`config.mk`:
```
export PLATFORM = sky130hd
export DESIGN_NAME = muldiv_ctrl
export DESIGN_NICKNAME = d
export VERILOG_FILES = /design/src/rtl/muldiv_pkg.sv /design/src/rtl/md_engine_port.sv /design/src/rtl/muldiv_ctrl.sv
export SDC_FILE = /design/constraint.sdc
export NUM_CORES = 1
export LEC_CHECK = 0
export CORE_UTILIZATION = 30
export CTS_CLUSTER_DIAMETER = 30
export DETAILED_ROUTE_END_ITERATION = 8
export SKIP_CTS_REPAIR_TIMING = 1
export SYNTH_ARGS = -nofsm -noshare
export SYNTH_HDL_FRONTEND = slang
export SYNTH_HIERARCHICAL = 1
export SYNTH_SLANG_ARGS = --single-unit
export TNS_END_PERCENT = 100
```
`constraint.sdc`:
```
create_clock -name clk -period 2.1 [get_ports clk]
set_clock_uncertainty 0.05 [all_clocks]
set_input_delay 0.42 -clock clk [delete_from_list [all_inputs] [get_ports clk]]
set_output_delay 0.42 -clock clk [all_outputs]
set_load 0.005 [all_outputs]
```
`src/rtl/muldiv_pkg.sv`:
```
// muldiv_pkg: shared types and constants for the HI/LO multiply-divide sequencer.
//   md_op_e    - execute-stage op codes (MD_NOP .. MD_MTLO, 7 reserved)
//   md_state_e - sequencer states (idle / divider busy / multiplier busy)
//   DIV0_LO    - LO value produced by the divide-by-zero fast path
package muldiv_pkg;

    typedef enum logic [2:0] {
        MD_NOP   = 3'd0,
        MD_MULT  = 3'd1,
        MD_MULTU = 3'd2,
        MD_DIV   = 3'd3,
        MD_DIVU  = 3'd4,
        MD_MTHI  = 3'd5,
        MD_MTLO  = 3'd6,
        MD_RSVD  = 3'd7
    } md_op_e;

    typedef enum logic [1:0] {
        ST_IDLE     = 2'd0,
        ST_DIV_BUSY = 2'd1,
        ST_MUL_BUSY = 2'd2
    } md_state_e;

    localparam logic [31:0] DIV0_LO = 32'hFFFF_FFFF;

    function automatic logic is_div_op(input md_op_e op);
        return (op == MD_DIV) || (op == MD_DIVU);
    endfunction

    function automatic logic is_mul_op(input md_op_e op);
        return (op == MD_MULT) || (op == MD_MULTU);
    endfunction

endpackage

```
`src/rtl/md_engine_port.sv`:
```
// md_engine_port: operand/sign latch and validIn generation for one multi-cycle
// engine (divider or multiplier).
//   clk, resetn      clock, asynchronous active-low reset
//   load             capture load_a/load_b/load_sign this edge
//   load_sign/a/b    operands presented by the sequencer
//   busy             sequencer is waiting on this engine
//   valid_out        engine reports completion
//   valid_in         engine request (busy & ~valid_out)
//   sign, src_a/b    latched operands, constant while busy
module md_engine_port
    import muldiv_pkg::*;
(
    input  logic        clk,
    input  logic        resetn,
    input  logic        load,
    input  logic        load_sign,
    input  logic [31:0] load_a,
    input  logic [31:0] load_b,
    input  logic        busy,
    input  logic        valid_out,
    output logic        valid_in,
    output logic        sign,
    output logic [31:0] src_a,
    output logic [31:0] src_b
);

    logic        sign_reg;
    logic [31:0] src_a_reg;
    logic [31:0] src_b_reg;

    // Operands only change on a new accept; the engine re-reads them for its
    // final sign correction, so they must hold for the whole busy period.
    always_ff @(posedge clk or negedge resetn) begin
        if (!resetn) begin
            sign_reg  <= 1'b0;
            src_a_reg <= '0;
            src_b_reg <= '0;
        end else if (load) begin
            sign_reg  <= load_sign;
            src_a_reg <= load_a;
            src_b_reg <= load_b;
        end
    end

    // Combinational drop on completion: the engine must never see validIn
    // while it sits idle after finishing, or it would restart.
    assign valid_in = busy & ~valid_out;
    assign sign     = sign_reg;
    assign src_a    = src_a_reg;
    assign src_b    = src_b_reg;

endmodule

```
`src/rtl/muldiv_ctrl.sv`:
```
// muldiv_ctrl: sequencer for the HI/LO multiply-divide resource.
// Accepts MULT/MULTU/DIV/DIVU/MTHI/MTLO, drives the divider and multiplier
// through validIn/validOut, owns architectural HI/LO and stalls the pipeline
// while an operation is in flight.
//   clk, resetn                 clock, asynchronous active-low reset
//   op_valid/op_code/op_a/op_b  execute-stage op; op_ready = accepted
//   rd_req, stall, flush        MFHI/MFLO request, pipeline stall, cancel
//   hi, lo                      architectural HI/LO
//   div_* / mul_*               engine handshakes, latched operands, results
// Optional build macro MULDIV_DIV0_FASTPATH_EN: a DIV/DIVU with op_b == 0
// completes at the accept edge with hi = op_a, lo = DIV0_LO.
module muldiv_ctrl
    import muldiv_pkg::*;
(
    input  logic        clk,
    input  logic        resetn,
    input  logic        op_valid,
    input  logic [2:0]  op_code,
    input  logic [31:0] op_a,
    input  logic [31:0] op_b,
    output logic        op_ready,
    input  logic        rd_req,
    output logic        stall,
    input  logic        flush,
    output logic [31:0] hi,
    output logic [31:0] lo,
    output logic        div_validIn,
    output logic        div_sign,
    output logic [31:0] div_SrcA,
    output logic [31:0] div_SrcB,
    input  logic        div_validOut,
    input  logic [31:0] div_Hi,
    input  logic [31:0] div_Lo,
    output logic        mul_validIn,
    output logic        mul_sign,
    output logic [31:0] mul_SrcA,
    output logic [31:0] mul_SrcB,
    input  logic        mul_validOut,
    input  logic [31:0] mul_Hi,
    input  logic [31:0] mul_Lo
);

    md_state_e   state_reg, state_next;
    md_op_e      op;
    logic        idle;
    logic        div0_fast;
    logic        div_load, mul_load;
    logic        hi_we, lo_we;
    logic [31:0] hi_next, lo_next;
    logic [31:0] hi_reg, lo_reg;

    assign op   = md_op_e'(op_code);
    assign idle = (state_reg == ST_IDLE);

`ifdef MULDIV_DIV0_FASTPATH_EN
    assign div0_fast = (op_b == 32'd0);
`else
    assign div0_fast = 1'b0;
`endif

    // State register
    always_ff @(posedge clk or negedge resetn) begin
        if (!resetn) state_reg <= ST_IDLE;
        else         state_reg <= state_next;
    end

    // Next-state logic; flush takes priority over a same-cycle completion.
    always_comb begin
        state_next = state_reg;
        case (state_reg)
            ST_IDLE: begin
                if (op_valid) begin
                    if (is_mul_op(op))                    state_next = ST_MUL_BUSY;
                    else if (is_div_op(op) && !div0_fast) state_next = ST_DIV_BUSY;
                end
            end
            ST_DIV_BUSY: if (flush || div_validOut) state_next = ST_IDLE;
            ST_MUL_BUSY: if (flush || mul_validOut) state_next = ST_IDLE;
            default:     state_next = ST_IDLE;
        endcase
    end

    // Output / datapath-control logic
    always_comb begin
        op_ready = idle;
        stall    = ~idle & (op_valid | rd_req);
        div_load = 1'b0;
        mul_load = 1'b0;
        hi_we    = 1'b0;
        lo_we    = 1'b0;
        hi_next  = hi_reg;
        lo_next  = lo_reg;
        case (state_reg)
            ST_IDLE: begin
                if (op_valid) begin
                    case (op)
                        MD_MULT, MD_MULTU: mul_load = 1'b1;
                        MD_DIV, MD_DIVU: begin
                            if (div0_fast) begin
                                hi_we   = 1'b1;
                                lo_we   = 1'b1;
                                hi_next = op_a;
                                lo_next = DIV0_LO;
                            end else begin
                                div_load = 1'b1;
                            end
                        end
                        MD_MTHI: begin
                            hi_we   = 1'b1;
                            hi_next = op_a;
                        end
                        MD_MTLO: begin
                            lo_we   = 1'b1;
                            lo_next = op_a;
                        end
                        default: ;
                    endcase
                end
            end
            ST_DIV_BUSY: begin
                if (div_validOut && !flush) begin
                    hi_we   = 1'b1;
                    lo_we   = 1'b1;
                    hi_next = div_Hi;
                    lo_next = div_Lo;
                end
            end
            ST_MUL_BUSY: begin
                if (mul_validOut && !flush) begin
                    hi_we   = 1'b1;
                    lo_we   = 1'b1;
                    hi_next = mul_Hi;
                    lo_next = mul_Lo;
                end
            end
            default: ;
        endcase
    end

    always_ff @(posedge clk or negedge resetn) begin
        if (!resetn) begin
            hi_reg <= '0;
            lo_reg <= '0;
        end else begin
            if (hi_we) hi_reg <= hi_next;
            if (lo_we) lo_reg <= lo_next;
        end
    end

    assign hi = hi_reg;
    assign lo = lo_reg;

    md_engine_port u_div_port (
        .clk       (clk),
        .resetn    (resetn),
        .load      (div_load),
        .load_sign (op == MD_DIV),
        .load_a    (op_a),
        .load_b    (op_b),
        .busy      (state_reg == ST_DIV_BUSY),
        .valid_out (div_validOut),
        .valid_in  (div_validIn),
        .sign      (div_sign),
        .src_a     (div_SrcA),
        .src_b     (div_SrcB)
    );

    md_engine_port u_mul_port (
        .clk       (clk),
        .resetn    (resetn),
        .load      (mul_load),
        .load_sign (op == MD_MULT),
        .load_a    (op_a),
        .load_b    (op_b),
        .busy      (state_reg == ST_MUL_BUSY),
        .valid_out (mul_validOut),
        .valid_in  (mul_validIn),
        .sign      (mul_sign),
        .src_a     (mul_SrcA),
        .src_b     (mul_SrcB)
    );

endmodule

```
==> metrics.yaml, run 1 <==
grt:
  grt_pass1_vias: 7258
  grt_pass1_wl_mm: 43.30
  grt.total_usage_pct: 18.11
  grt-ovfl-total: 0
  antenna_found_initial: 0
  grt_max_degree: 52
die:
  rows: 63
  die_w_um: 177.4
  die_h_um: 177.4
  core_um2: 29950
  start_util_pct: 30.83
  pin_count: 400
  dieArea_um2: 31490
finish:
  final_layout_size_suffix_gt1_share_pct: 27.43
  finalNetCount: 1273
  layout_commonest_cell: "clkdlybuf4s50_1"
  final_cell_mix: "clkdlybuf4s50_1 (394), dfrtp_1 (194), mux2_4 (160), a21oi_1 (66), a22oi_1 (64)"
  diodes: 0
  finish.utilization_pct: 49.03
  nFillCells: 2681
  area_delta_synth_final_pct: 59.04
cts:
  clkTransAtPathRegs_ns: 0.07
  cts-buffers-inserted: 17
  clock_latency_ns: 0.41
  cts.sink_count: 196
  cts.path.max_buffers: 2
  root_buffer: "clkbuf_16"
  cts.htree.levels: 4
  cts_tree: "built"
placed_design:
  gp_congestion: 0.7988
  dpl_worst_slack_ns: -0.2748
  dp_hpwl_mm: 21.92
  io_buffers: 399
drt:
  drcViolationCount: 0
  wl_mm: 28.80
  drt-initial-drc-count: 305
  ant_nets: 0
  wl_per_cell_um: 19.60
  vias: 6799
  dr.pass1.iters: 4
  via_per_inst: 4.628
sta:
  finalHoldViolCount: 0
  rsz0062_at_grt: "yes"
  fin_ws_ns: 0.04393
  worst_pin_slew_ns: 0.4979
  fin_crit_sh_pct: 97.91
  slew_headroom_pct: 66.81
  hold_ws_ns: 0.4571
  period_needed_ns: 2.056
  slew_violations: 0
  finalSetupViolCount: 0
  clock.fmax_mhz: 486.4
critical_path:
  worst_setup_path_end_kind: "register"
  critical-path-slowest-cell: "dfrtp_2"
  cp.required_ns: 2.35
  path_class: "reg2reg"
  worstSetupStartpointType: "register"
  worstPathArrival_ns: 2.31
  slowest_delay_ns: 0.44
  cp_cell_sequence: "buf_4 -> ha_4 -> nor3_1 -> nor3_4 -> nand4_4 -> buf_12 -> mux2_2"
  critPathMaxFanout: 20
yosys:
  avgSynthCellArea_um2: 14.47
  ys_seq_elements: 196
  ys_types: 29
  syn_nets: 844
  yosysSeqAreaShare_pct: 53.12
  synth_area_um2: 9234
  netlist_instances: 638
  yosysWarnings: 6
power_and_ir_drop:
  p_leak_nw: 6.313
  p_per_area_nw_per_um2: 1583
  ir_drop_mv: 0.7444
  total_power_w: 0.02325
worst_hold_path:
  hold_class: "reg2reg"
run:
  drv_cap: 0
outcome:
  outcome: "finished clean"
final timing paths:
check	to	from	depth (start not counted)	slack (ns)
max	lo[8]	state_reg[0]	7	0.04
min	hi[31]	hi[31]	1	0.46
max reg2reg	lo[8]	state_reg[0]	7	0.04
min reg2reg	hi[31]	hi[31]	1	0.46
max in group asynchronous	lo[25]	resetn	3	0.91
min in group asynchronous	hi[9]	resetn	2	0.48
cell type report:
class | instances | area, um^2 | area share (%)
Sequential cell | 196 | 4907 | 33.42
Timing Repair Buffer | 456 | 4664 | 31.76
Multi-Input combinational cell | 392 | 4053 | 27.60
Tap cell | 390 | 488.0 | 3.323
Clock buffer | 18 | 439.2 | 2.991
Clock inverter | 13 | 113.9 | 0.7753
Inverter | 4 | 20.02 | 0.1363
power by group:
part	total, W	switching [W]	internal [W]
combinational	0.0132	0.00481	0.00836
clock	0.00319	0.00159	0.00160
sequential	0.00690	0.00114	0.00575
total	0.0233	0.00754	0.0157
metrics by stage:
stage / instances / cell area [um^2] / TNS (ns)
final: 1469 / 14690 / 0
after global placement: 1430 / 14030 / -30.68
after detailed placement: 1430 / 14030 / -33.69
after global routing: 1469 / 14690 / -0.1414
after CTS: 1461 / 14580 / -1.015
after floorplan: 638 / 9234 / 0
metal layers:
metal,GRT usage (%),wire length (um),up-vias
met2,30.96,14240,236
met4,4.060,324,0
met1,23.21,12380,3359
met3,4.027,1852,16
met5,0,0,-
li1,-,-,3188
cells by family (layout without fill, tap and decap cells):
| group | Yosys count | after routing | share of synthesized area, % |
|---|---|---|---|
| compound gates | 135 | 135 | 9.106 |
| simple gates | 58 | 58 | 3.442 |
| fa+ha+maj | 4 | 4 | 0.5420 |
| buf+inv | 50 | 491 | 3.536 |
| flops | 196 | 196 | 53.12 |
| mux | 194 | 194 | 30.16 |
| xor+xnor | 1 | 1 | 0.09487 |
worst max-delay path: cells and delay by family (launching register included):
| kind | cells | cell delay [ns] |
|---|---|---|
| fa+ha+maj | 1 | 0.18 |
| buf+inv | 2 | 0.36 |
| flops | 1 | 0.44 |
| mux | 1 | 0.36 |
| simple gates | 3 | 0.53 |
Yosys cell counts:
library cell | instances | share of area [%]
mux2_2 | 34 | 4.1
a221o_1 | 1 | 0.11
mux2_4 | 160 | 26
dfrtp_1 | 196 | 53
or3b_2 | 1 | 0.095
nor3_4 | 1 | 0.18
ha_1 | 4 | 0.54
clkbuf_1 | 23 | 0.93
buf_6 | 18 | 2.2
nand4_4 | 2 | 0.46
and3_1 | 1 | 0.068
nor3_1 | 2 | 0.11
or3_1 | 1 | 0.068
nand3b_1 | 2 | 0.16
o21ai_1 | 2 | 0.11
nor2b_1 | 2 | 0.14
nand2_1 | 3 | 0.12
inv_1 | 4 | 0.16
a22oi_1 | 64 | 5.2
buf_2 | 3 | 0.16
a21oi_1 | 66 | 3.6
xnor2_1 | 1 | 0.095
buf_1 | 2 | 0.081
o21ai_0 | 2 | 0.11
nor2b_4 | 1 | 0.15
nand2b_1 | 2 | 0.14
nor3b_1 | 2 | 0.16
nor2_1 | 37 | 1.5
and3b_1 | 1 | 0.095
Power figures use the tool's default switching activity.
==> run 2: changes to the inputs <==
--- a/config.mk
+++ b/config.mk
@@ -5,9 +5,10 @@
 export SDC_FILE = /design/constraint.sdc
 export NUM_CORES = 1
 export LEC_CHECK = 0
-export CORE_UTILIZATION = 30
+export CORE_UTILIZATION = 39
 export CTS_CLUSTER_DIAMETER = 30
 export DETAILED_ROUTE_END_ITERATION = 8
+export PLACE_DENSITY = 0.78
 export SKIP_CTS_REPAIR_TIMING = 1
 export SYNTH_ARGS = -nofsm -noshare
 export SYNTH_HDL_FRONTEND = slang
==> constraint.sdc (replaced) <==
create_clock -name clk -period 2.1 [get_ports clk]
set_clock_uncertainty 0.05 [all_clocks]
set_input_delay 0.315 -clock clk [delete_from_list [all_inputs] [get_ports clk]]
set_output_delay 0.315 -clock clk [all_outputs]
set_load 0.005 [all_outputs]
==> metrics.yaml, run 2 (synthesis gave the netlist of run 1 again) <==
outcome:
  outcome: "finished clean"
die:
  rows: 55  # -13%
  die_h_um: 155.9  # -12%
  dieArea_um2: 24300  # -23%
  start_util_pct: 40.29  # +9.5 points
  die_w_um: 155.9  # -12%
  core_um2: 22920  # -23%
  pin_count: 400  # unchanged
sta:
  tns_ns: 0  # unchanged
  clock.fmax_mhz: 494.7  # +1.7%
  slew_violations: 0  # unchanged
  hold_ws_ns: 0.3909  # -0.06626 ns
  rsz0062_at_grt: "no"
  slew_headroom_pct: 65.05  # -1.8 points
  finalSetupViolCount: 0  # unchanged
  fin_crit_sh_pct: 96.26  # -1.6 points
  worst_pin_slew_ns: 0.5243  # +0.02641 ns
  period_needed_ns: 2.022  # -0.03453 ns
  finalHoldViolCount: 0  # unchanged
power_and_ir_drop:
  internal_power_w: 0.01561  # -0.62%
  p_comb_share_pct: 56.2  # -0.4 points
  p_clk_share_pct: 14.0  # +0.3 points
  seqPwrFrac_pct: 29.8  # about the same
  p_switching_w: 0.007620  # +1.0%
  swShare_pct: 32.80  # +0.36 points
  p_leak_nw: 6.331  # +0.28%
  ir_drop_mv: 0.9306  # +25%
  p_per_area_nw_per_um2: 1586  # +0.19%
critical_path:
  r2r_slack_ns: 0.12  # +0.08 ns
  critical-path-slowest-cell: "clkdlybuf4s50_1"
  worstPathArrival_ns: 1.66  # -0.65 ns
  critPathMaxFanout: 6  # -70%
  path_class: "reg2out"
  slowest_delay_ns: 0.51  # +0.07 ns
  cp_cell_sequence: "inv_2 -> ha_4 -> clkdlybuf4s50_1"
  r2r-start: "state_reg[1]"
  cp.required_ns: 1.74  # -0.61 ns
  worstSetupStartpointType: "register"
  r2r_cells: 8  # +1
  worst_setup_path_end_kind: "output pin"
  r2r-end: "hi[16]"
drt:
  drt-initial-drc-count: 349  # +14%
  dr.pass1.iters: 4  # unchanged
  ant_nets: 0  # unchanged
  wl_mm: 28.58  # -0.77%
  vias: 6970  # +2.5%
  drcViolationCount: 0  # unchanged
  via_per_inst: 5.000  # +8.0%
  wl_per_cell_um: 20.50  # +4.6%
grt:
  grt_max_degree: 60  # +15%
  grt-ovfl-total: 0  # unchanged
  grt.total_usage_pct: 23.58  # +5.5 points
  grt_pass1_wl_mm: 43.37  # +0.16%
  antenna_found_initial: 1  # +1
  grt_pass1_vias: 7428  # +2.3%
finish:
  area_delta_synth_final_pct: 58.60
  finalNetCount: 1273  # unchanged
  final_cell_mix: "clkdlybuf4s50_1 (395), dfrtp_1 (195), mux2_4 (160), a21oi_1 (66), a22oi_1 (64)"
  layout_commonest_cell: "clkdlybuf4s50_1"
  register_area_um2: 4906  # about the same
  multi_input_area_um2: 4063  # +0.25%
  final_layout_size_suffix_gt1_share_pct: 27.59  # +0.16 points
  finish.utilization_pct: 63.91  # +15 points
  nFillCells: 1737  # -35%
cts:
  cts.sink_count: 196  # unchanged
  clock_latency_ns: 0.43  # +0.02 ns
  cts.htree.levels: 4  # unchanged
  cts_tree: "built"
  clkTransAtPathRegs_ns: 0.08  # about the same
  root_buffer: "clkbuf_16"
  cts.path.max_buffers: 2  # unchanged
  cts-buffers-inserted: 17  # unchanged
placed_design:
  dp_hpwl_mm: 21.56  # -1.7%
  gp_congestion: 0.8258  # +3.4%
  io_buffers: 399  # unchanged
run:
  drv_cap: 0  # unchanged
worst_hold_path:
  hold_class: "in2async"
run 2: worst max-delay path by stage:
stage,from,end,slack [ns],cells after the start
after floorplan,state_reg[1],hi[0],0.11,8
after global placement,op_valid,u_mul_port/src_a[7],-0.07,6
after detailed placement,op_code[0],u_div_port/src_a[14],-0.11,7
after CTS,state_reg[1],div_validIn,-0.43,5
after global routing,state_reg[1],op_ready,0.008,3
final,state_reg[1],op_ready,0.08,3
run 2: routing by layer:
layer  global-route usage [%]  part of all wire [%]  vias up
li1                         -                     -     3197
met1                    30.28                    43     3487
met2                    39.56                    50      255
met3                    5.361                   5.7       31
met4                    7.003                   1.9        0
met5                        0                     0        -
run 2: metrics by stage:
step,instance area (um^2),instances,worst slack [ns],power [W]
2_1_floorplan,9234,638,0.1131,0.01337
5_1_grt,14650,1394,0.007654,0.02449
3_3_place_gp,13950,1354,-0.06606,0.01955
4_1_cts,14540,1386,-0.4262,0.02327
6_report,14650,1394,0.07847,0.02323
3_5_place_dp,13950,1354,-0.1061,0.01989
run 2: cell type report:
| type | instances | share of cell area, % |
|---|---|---|
| diodes | 1 | 0.01709 |
| flip-flops and latches | 196 | 33.50 |
| multi-input cells | 392 | 27.74 |
| clock buffers | 18 | 2.930 |
| clock inverters | 14 | 1.076 |
| inverters | 4 | 0.1196 |
| repair buffers | 456 | 31.94 |
| well taps | 313 | 2.674 |
run 2: critical path: cells and delay by family (launching register included):
| kind | cells | cell delay (ns) |
|---|---|---|
| buf+inv | 2 | 0.62 |
| flops | 1 | 0.42 |
| fa+ha+maj | 1 | 0.18 |
run 2: power groups by stage:
stage	Combinational [W]	Clock [W]	Sequential, W
after floorplan	0.00644	0	0.00694
after detailed placement	0.0130	0	0.00693
after global placement	0.0127	0	0.00689
after global routing	0.0138	0.00351	0.00715
final	0.0130	0.00326	0.00693
after CTS	0.0130	0.00334	0.00692
